**src/rtl/instruction_fetch_unit.sv**
```systemverilog
// Instruction fetch unit: owns the PC, reads one 16-bit word per fetch_start and writes it to the IR.
// Define FETCH_TIMEOUT_EN to abort fetches whose mem_ready does not arrive within TIMEOUT_CYC cycles.
module instruction_fetch_unit #(
    parameter int unsigned       ADDR_W      = 16,
    parameter int unsigned       PC_STEP     = 2,
    parameter logic [ADDR_W-1:0] RESET_PC    = '0,
    parameter int unsigned       TIMEOUT_CYC = 64
) (
    input  logic              CLK,
    input  logic              Reset_n,
    input  logic              fetch_start,
    output logic              fetch_done,
    input  logic              pc_load,
    input  logic [ADDR_W-1:0] pc_load_value,
    output logic              mem_req,
    output logic [ADDR_W-1:0] mem_addr,
    input  logic [15:0]       mem_rdata,
    input  logic              mem_ready,
    output logic [15:0]       output_IR_Instru,
    output logic              output_IR_write,
    output logic [ADDR_W-1:0] PC,
    output logic [ADDR_W-1:0] PC_old,
    output logic              fetch_error
);

    typedef enum logic [1:0] {
        S_IDLE,
        S_REQ,
        S_WRITE
    } state_t;

    state_t            state;
    logic              pend_valid;
    logic [ADDR_W-1:0] pend_pc;

`ifdef FETCH_TIMEOUT_EN
    localparam int unsigned CNT_W = $clog2(TIMEOUT_CYC + 1);
    localparam logic [CNT_W-1:0] CNT_LAST = CNT_W'(TIMEOUT_CYC - 1);
    logic [CNT_W-1:0] wait_cnt;
`endif

    // The address is held stable for the whole request because PC only moves in IDLE or WRITE.
    assign mem_addr = PC;

    // NOTE: all state below uses non-blocking assignments so every register samples pre-edge values.
    always_ff @(posedge CLK or negedge Reset_n) begin
        if (!Reset_n) begin
            state            <= S_IDLE;
            PC               <= RESET_PC;
            PC_old           <= RESET_PC;
            output_IR_Instru <= 16'h0000;
            output_IR_write  <= 1'b0;
            fetch_done       <= 1'b0;
            mem_req          <= 1'b0;
            pend_valid       <= 1'b0;
            pend_pc          <= '0;
`ifdef FETCH_TIMEOUT_EN
            wait_cnt         <= '0;
            fetch_error      <= 1'b0;
`endif
        end else begin
            output_IR_write <= 1'b0;
            fetch_done      <= 1'b0;
            case (state)
                S_IDLE: begin
                    if (pc_load) PC <= pc_load_value;
`ifdef FETCH_TIMEOUT_EN
                    wait_cnt <= '0;
`endif
                    if (fetch_start) begin
                        state   <= S_REQ;
                        mem_req <= 1'b1;
                    end
                end
                S_REQ: begin
                    // A branch resolved mid-fetch is parked until the current word is delivered.
                    if (pc_load) begin
                        pend_valid <= 1'b1;
                        pend_pc    <= pc_load_value;
                    end
                    if (mem_ready) begin
                        output_IR_Instru <= mem_rdata;
                        output_IR_write  <= 1'b1;
                        fetch_done       <= 1'b1;
                        mem_req          <= 1'b0;
                        state            <= S_WRITE;
                    end
`ifdef FETCH_TIMEOUT_EN
                    else if (wait_cnt == CNT_LAST) begin
                        mem_req     <= 1'b0;
                        fetch_error <= 1'b1;
                        fetch_done  <= 1'b1;
                        pend_valid  <= 1'b0;
                        state       <= S_IDLE;
                    end else begin
                        wait_cnt <= wait_cnt + 1'b1;
                    end
`endif
                end
                S_WRITE: begin
                    PC_old     <= PC;
                    pend_valid <= 1'b0;
                    if (pc_load)         PC <= pc_load_value;
                    else if (pend_valid) PC <= pend_pc;
                    else                 PC <= PC + ADDR_W'(PC_STEP);
                    state <= S_IDLE;
                end
                default: state <= S_IDLE;
            endcase
        end
    end

`ifndef FETCH_TIMEOUT_EN
    // Never true; the timeout limit has no role without the wait counter.
    assign fetch_error = (TIMEOUT_CYC > 32'hFFFF_FFFE) && 1'b0;
`endif

endmodule

```
**config.mk**
```make
export PLATFORM = sky130hd
export DESIGN_NAME = instruction_fetch_unit
export DESIGN_NICKNAME = d
export VERILOG_FILES = /design/src/rtl/instruction_fetch_unit.sv
export SDC_FILE = /design/constraint.sdc
export NUM_CORES = 1
export LEC_CHECK = 0
export ABC_AREA = 1
export BUFFER_PORTS_ARGS = -buffer_cell sky130_fd_sc_hd__clkbuf_2
export CELL_PAD_IN_SITES_DETAIL_PLACEMENT = 0
export CELL_PAD_IN_SITES_GLOBAL_PLACEMENT = 1
export CORE_MARGIN = 2
export CORE_UTILIZATION = 35
export CTS_BUF_LIST = sky130_fd_sc_hd__clkbuf_8
export CTS_CLUSTER_SIZE = 28
export DETAILED_ROUTE_END_ITERATION = 6
export PLACE_DENSITY_LB_ADDON = 0.15
export SYNTH_ARGS = -nofsm -noshare
export SYNTH_HDL_FRONTEND = slang
export SYNTH_SLANG_ARGS = --single-unit
```
**constraint.sdc**
```tcl
create_clock -name CLK -period 1.65 [get_ports CLK]
set_input_delay 0.0825 -clock CLK [delete_from_list [all_inputs] [get_ports CLK]]
set_output_delay 0.0825 -clock CLK [all_outputs]
set_load 0.02 [all_outputs]
```
==> flow_summary.toml <==
[timing]
finalHoldViolCount = 0
finalSetupViolCount = 0
period_needed_ns = 1.556
finalMaxSlewViolations = 0
final.setup.tns_ns = 0
finClkSkew_ns = 0.008475
max_freq_ghz = 0.6427
fin_crit_sh = 0.9430
rsz0062_at_grt = "yes"
setup_ws_ns = 0.09399
worst_slew_pin_slew_ns = 0.6311
fin_hold_ws_ns = 0.02057
slew_headroom = 0.5793

[setup_path]
crit_path_max_incr_delay_ns = 0.43
crit_cells = 7
crit_top_cell = "nand2_1"
timing.rr.start = "PC[2]$_DFFE_PN0P_"
critPathTopFamily = "simple AND/OR/NAND/NOR gates"
reg2reg_depth = 7
path_max_fanout = 5
worstSetupPathType = "register to register"
required_ns = 1.86
end_kind = "register"
path_cells = "ha_1 > nand3_2 > nor2_2 > xor2_1 > nand2_1 > nand2_1 > a21oi_1"
path_buf_inv = 0
cp_slowest_cell = "dfrtp_1"
critical_path.startpoint = "PC[2]$_DFFE_PN0P_"
crit_arrival_ns = 1.77
cp-start-kind = "register"

[global_route]
grt_pass1_wl_um = 14110
grt.overflow.total = 0
grtUsageTotal = 0.1728
grt_max_degree = 33
use_met1 = 0.2502
use_met3 = 0.03458
grt_pass1_vias = 2795
grt_util_met2 = 0.2584
grt_antenna_before_repair = 0
gr-max-usage-layer = "met2"

[final_layout]
finalInstanceArea_mm2 = 0.004368
drive_gt1_frac = 0.3138
diodes = 0
fin_nets = 547
fin_cells = 646
area_growth_pct = 28.06
multi_input_area_mm2 = 0.001338
nFillCells = 974
utilization = 0.4553
final-seq-area_mm2 = 0.001727

[run_status]
outcome = "finished, final reports clean"

[clock_network]
cts_tree = "built"
cts-root-buf = "clkbuf_8"
h-tree-depth = 3
clk_pin_slew_ns = 0.07
cts_buffers = 9
cts_sinks = 69
cts_buffer_depth = 2
postCtsSetupRepairBufs = 0
insertion_delay_ns = 0.33

[hold_path]
hold_depth = 2
hold_class = "input pin to register"
hold_start = "pc_load_value[13]"

[yosys]
syn_nets = 433
synth_area_mm2 = 0.003411
syn_area_per_cell_um2 = 8.635
ys_ff_latch = 69
yosysSeqAreaShare = 0.5062
ys_warn_count = 0
synth_cell_types = 30
syn_inst = 395

[route]
wire_per_inst_um = 13.17
drtPass1Iterations = 5
initialDrtViolationCount = 139
totalWireLength_um = 8507
vias = 2933
viasPerCell = 4.540
drc = 0
ant_nets = 0

[placed_design]
dp.cells = 609
dp_slack_ns = 0.1642
io_buffers = 103
place_congestion = 0.7494
placed_area_mm2 = 0.003978
dp_hpwl_um = 6091

[power_and_ir_drop]
powerDensity_mw_per_mm2 = 1885
vdd_drop_max_uv = 695.2
p_leak_nw = 2.282
power.total_mw = 8.234

[floorplanning]
start_util = 0.3555
num_io_pins = 105
coreArea_mm2 = 0.009594
row_count = 36
die_x_um = 102.7
die_height_um = 102.7
dieArea_mm2 = 0.01055

[job]
cap_violations = 0
[path summary, 6_finish.rpt]
kind / to / slack [ns]
max in group asynchronous: output_IR_Instru[4]$_DFFE_PN0P_ / 0.79
max reg2reg: PC[7]$_DFFE_PN0P_ / 0.09
max: PC[7]$_DFFE_PN0P_ / 0.09
min: pend_pc[13]$_DFFE_PN0P_ / 0.02
min in group asynchronous: output_IR_Instru[2]$_DFFE_PN0P_ / 0.30
min reg2reg: PC_old[1]$_DFFE_PN0P_ / 0.48
[kinds of logic after synthesis]
| kind of cell | Yosys count | share of synthesized area |
|---|---|---|
| simple gates | 175 | 0.2194 |
| compound gates | 69 | 0.1207 |
| flops | 69 | 0.5062 |
| buf+inv | 67 | 0.1035 |
| mux | 9 | 0.03521 |
| xor+xnor | 4 | 0.01027 |
| fa+ha+maj | 1 | 0.003668 |
| other cells | 1 | 0.001099 |
[synthesized netlist by cell type]
| cell type | instances | area [um^2] |
|---|---|---|
| buf_2 | 4 | 20.02 |
| inv_4 | 1 | 6.260 |
| clkbuf_1 | 7 | 26.28 |
| nor2_2 | 2 | 12.51 |
| inv_2 | 5 | 18.77 |
| o21ai_0 | 25 | 125.1 |
| o21ai_1 | 2 | 10.01 |
| buf_4 | 19 | 142.6 |
| nand2_4 | 1 | 11.26 |
| nor2_4 | 3 | 33.78 |
| a21oi_1 | 28 | 140.1 |
| mux2_1 | 1 | 11.26 |
| conb_1 | 1 | 3.750 |
| nand4_1 | 5 | 31.28 |
| o211ai_1 | 3 | 22.52 |
| o31ai_1 | 1 | 7.510 |
| nand2_1 | 107 | 401.6 |
| xor2_1 | 4 | 35.03 |
| a21oi_2 | 5 | 43.79 |
| mux2_4 | 5 | 75.07 |
| a22oi_2 | 5 | 62.56 |
| nand3_1 | 19 | 95.09 |
| nand2_2 | 3 | 18.77 |
| nor2_1 | 33 | 123.9 |
| buf_6 | 3 | 33.78 |
| dfrtp_1 | 69 | 1727 |
| nand3_2 | 2 | 20.02 |
| inv_1 | 28 | 105.1 |
| ha_1 | 1 | 12.51 |
| mux2_2 | 3 | 33.78 |
[what timing repair did]
action | in CTS | in global routing
gates resized for setup | 0 | 0
hold buffers | 21 | 0
setup endpoints to repair | 0 | 1
endpoints found under the hold margin | 41 | 0
[report_power, final]
group | switching, mW | internal [mW] | leakage (nW)
sequential | 0.641 | 2.49 | 0.832
clock | 0.601 | 0.667 | 0.104
combinational | 2.48 | 1.35 | 1.35
total | 3.73 | 4.51 | 2.28
[final cells by class]
type	instances	area share
timing repair buffer	135	0.1908
sequential	69	0.3953
clock buffer	9	0.02836
tap	133	0.03810
multi-input combinational	260	0.3062
clock inverter	6	0.01146
inverter	34	0.02979
[sequential cells by signal, summed over array words and instances, names as in the netlist]
| signal | flops |
|---|---|
| pend_valid | 1 |
| PC | 16 |
| output_IR_Instru | 16 |
| PC_old | 16 |
| pend_pc | 16 |
| mem_req | 1 |
| state | 2 |
| output_IR_write | 1 |
[metal layers]
metal  part of all wire  vias to the layer above
li1                   -                     1478
met1               0.48                     1337
met2               0.44                      109
met3              0.069                        9
met4              0.010                        0
met5                  0                        -
[layout by cell type (no fill, tap or decap), types with 2 or more instances in the layout]
master,instances
nor2_1,33
a21oi_1,28
a21oi_2,5
dfrtp_1,69
o21ai_1,2
clkbuf_2,102
buf_4,9
nand3_1,19
xor2_1,4
nor2_4,3
o21ai_0,25
inv_1,32
nand4_1,5
nand2_2,3
dlygate4sd3_1,21
mux2_4,5
a22oi_2,5
nor2_2,3
mux2_2,3
o211ai_1,3
nand2_1,107
inv_2,5
buf_12,2
clkbuf_8,9
nand3_2,2
(Power assumes the default switching activity.)
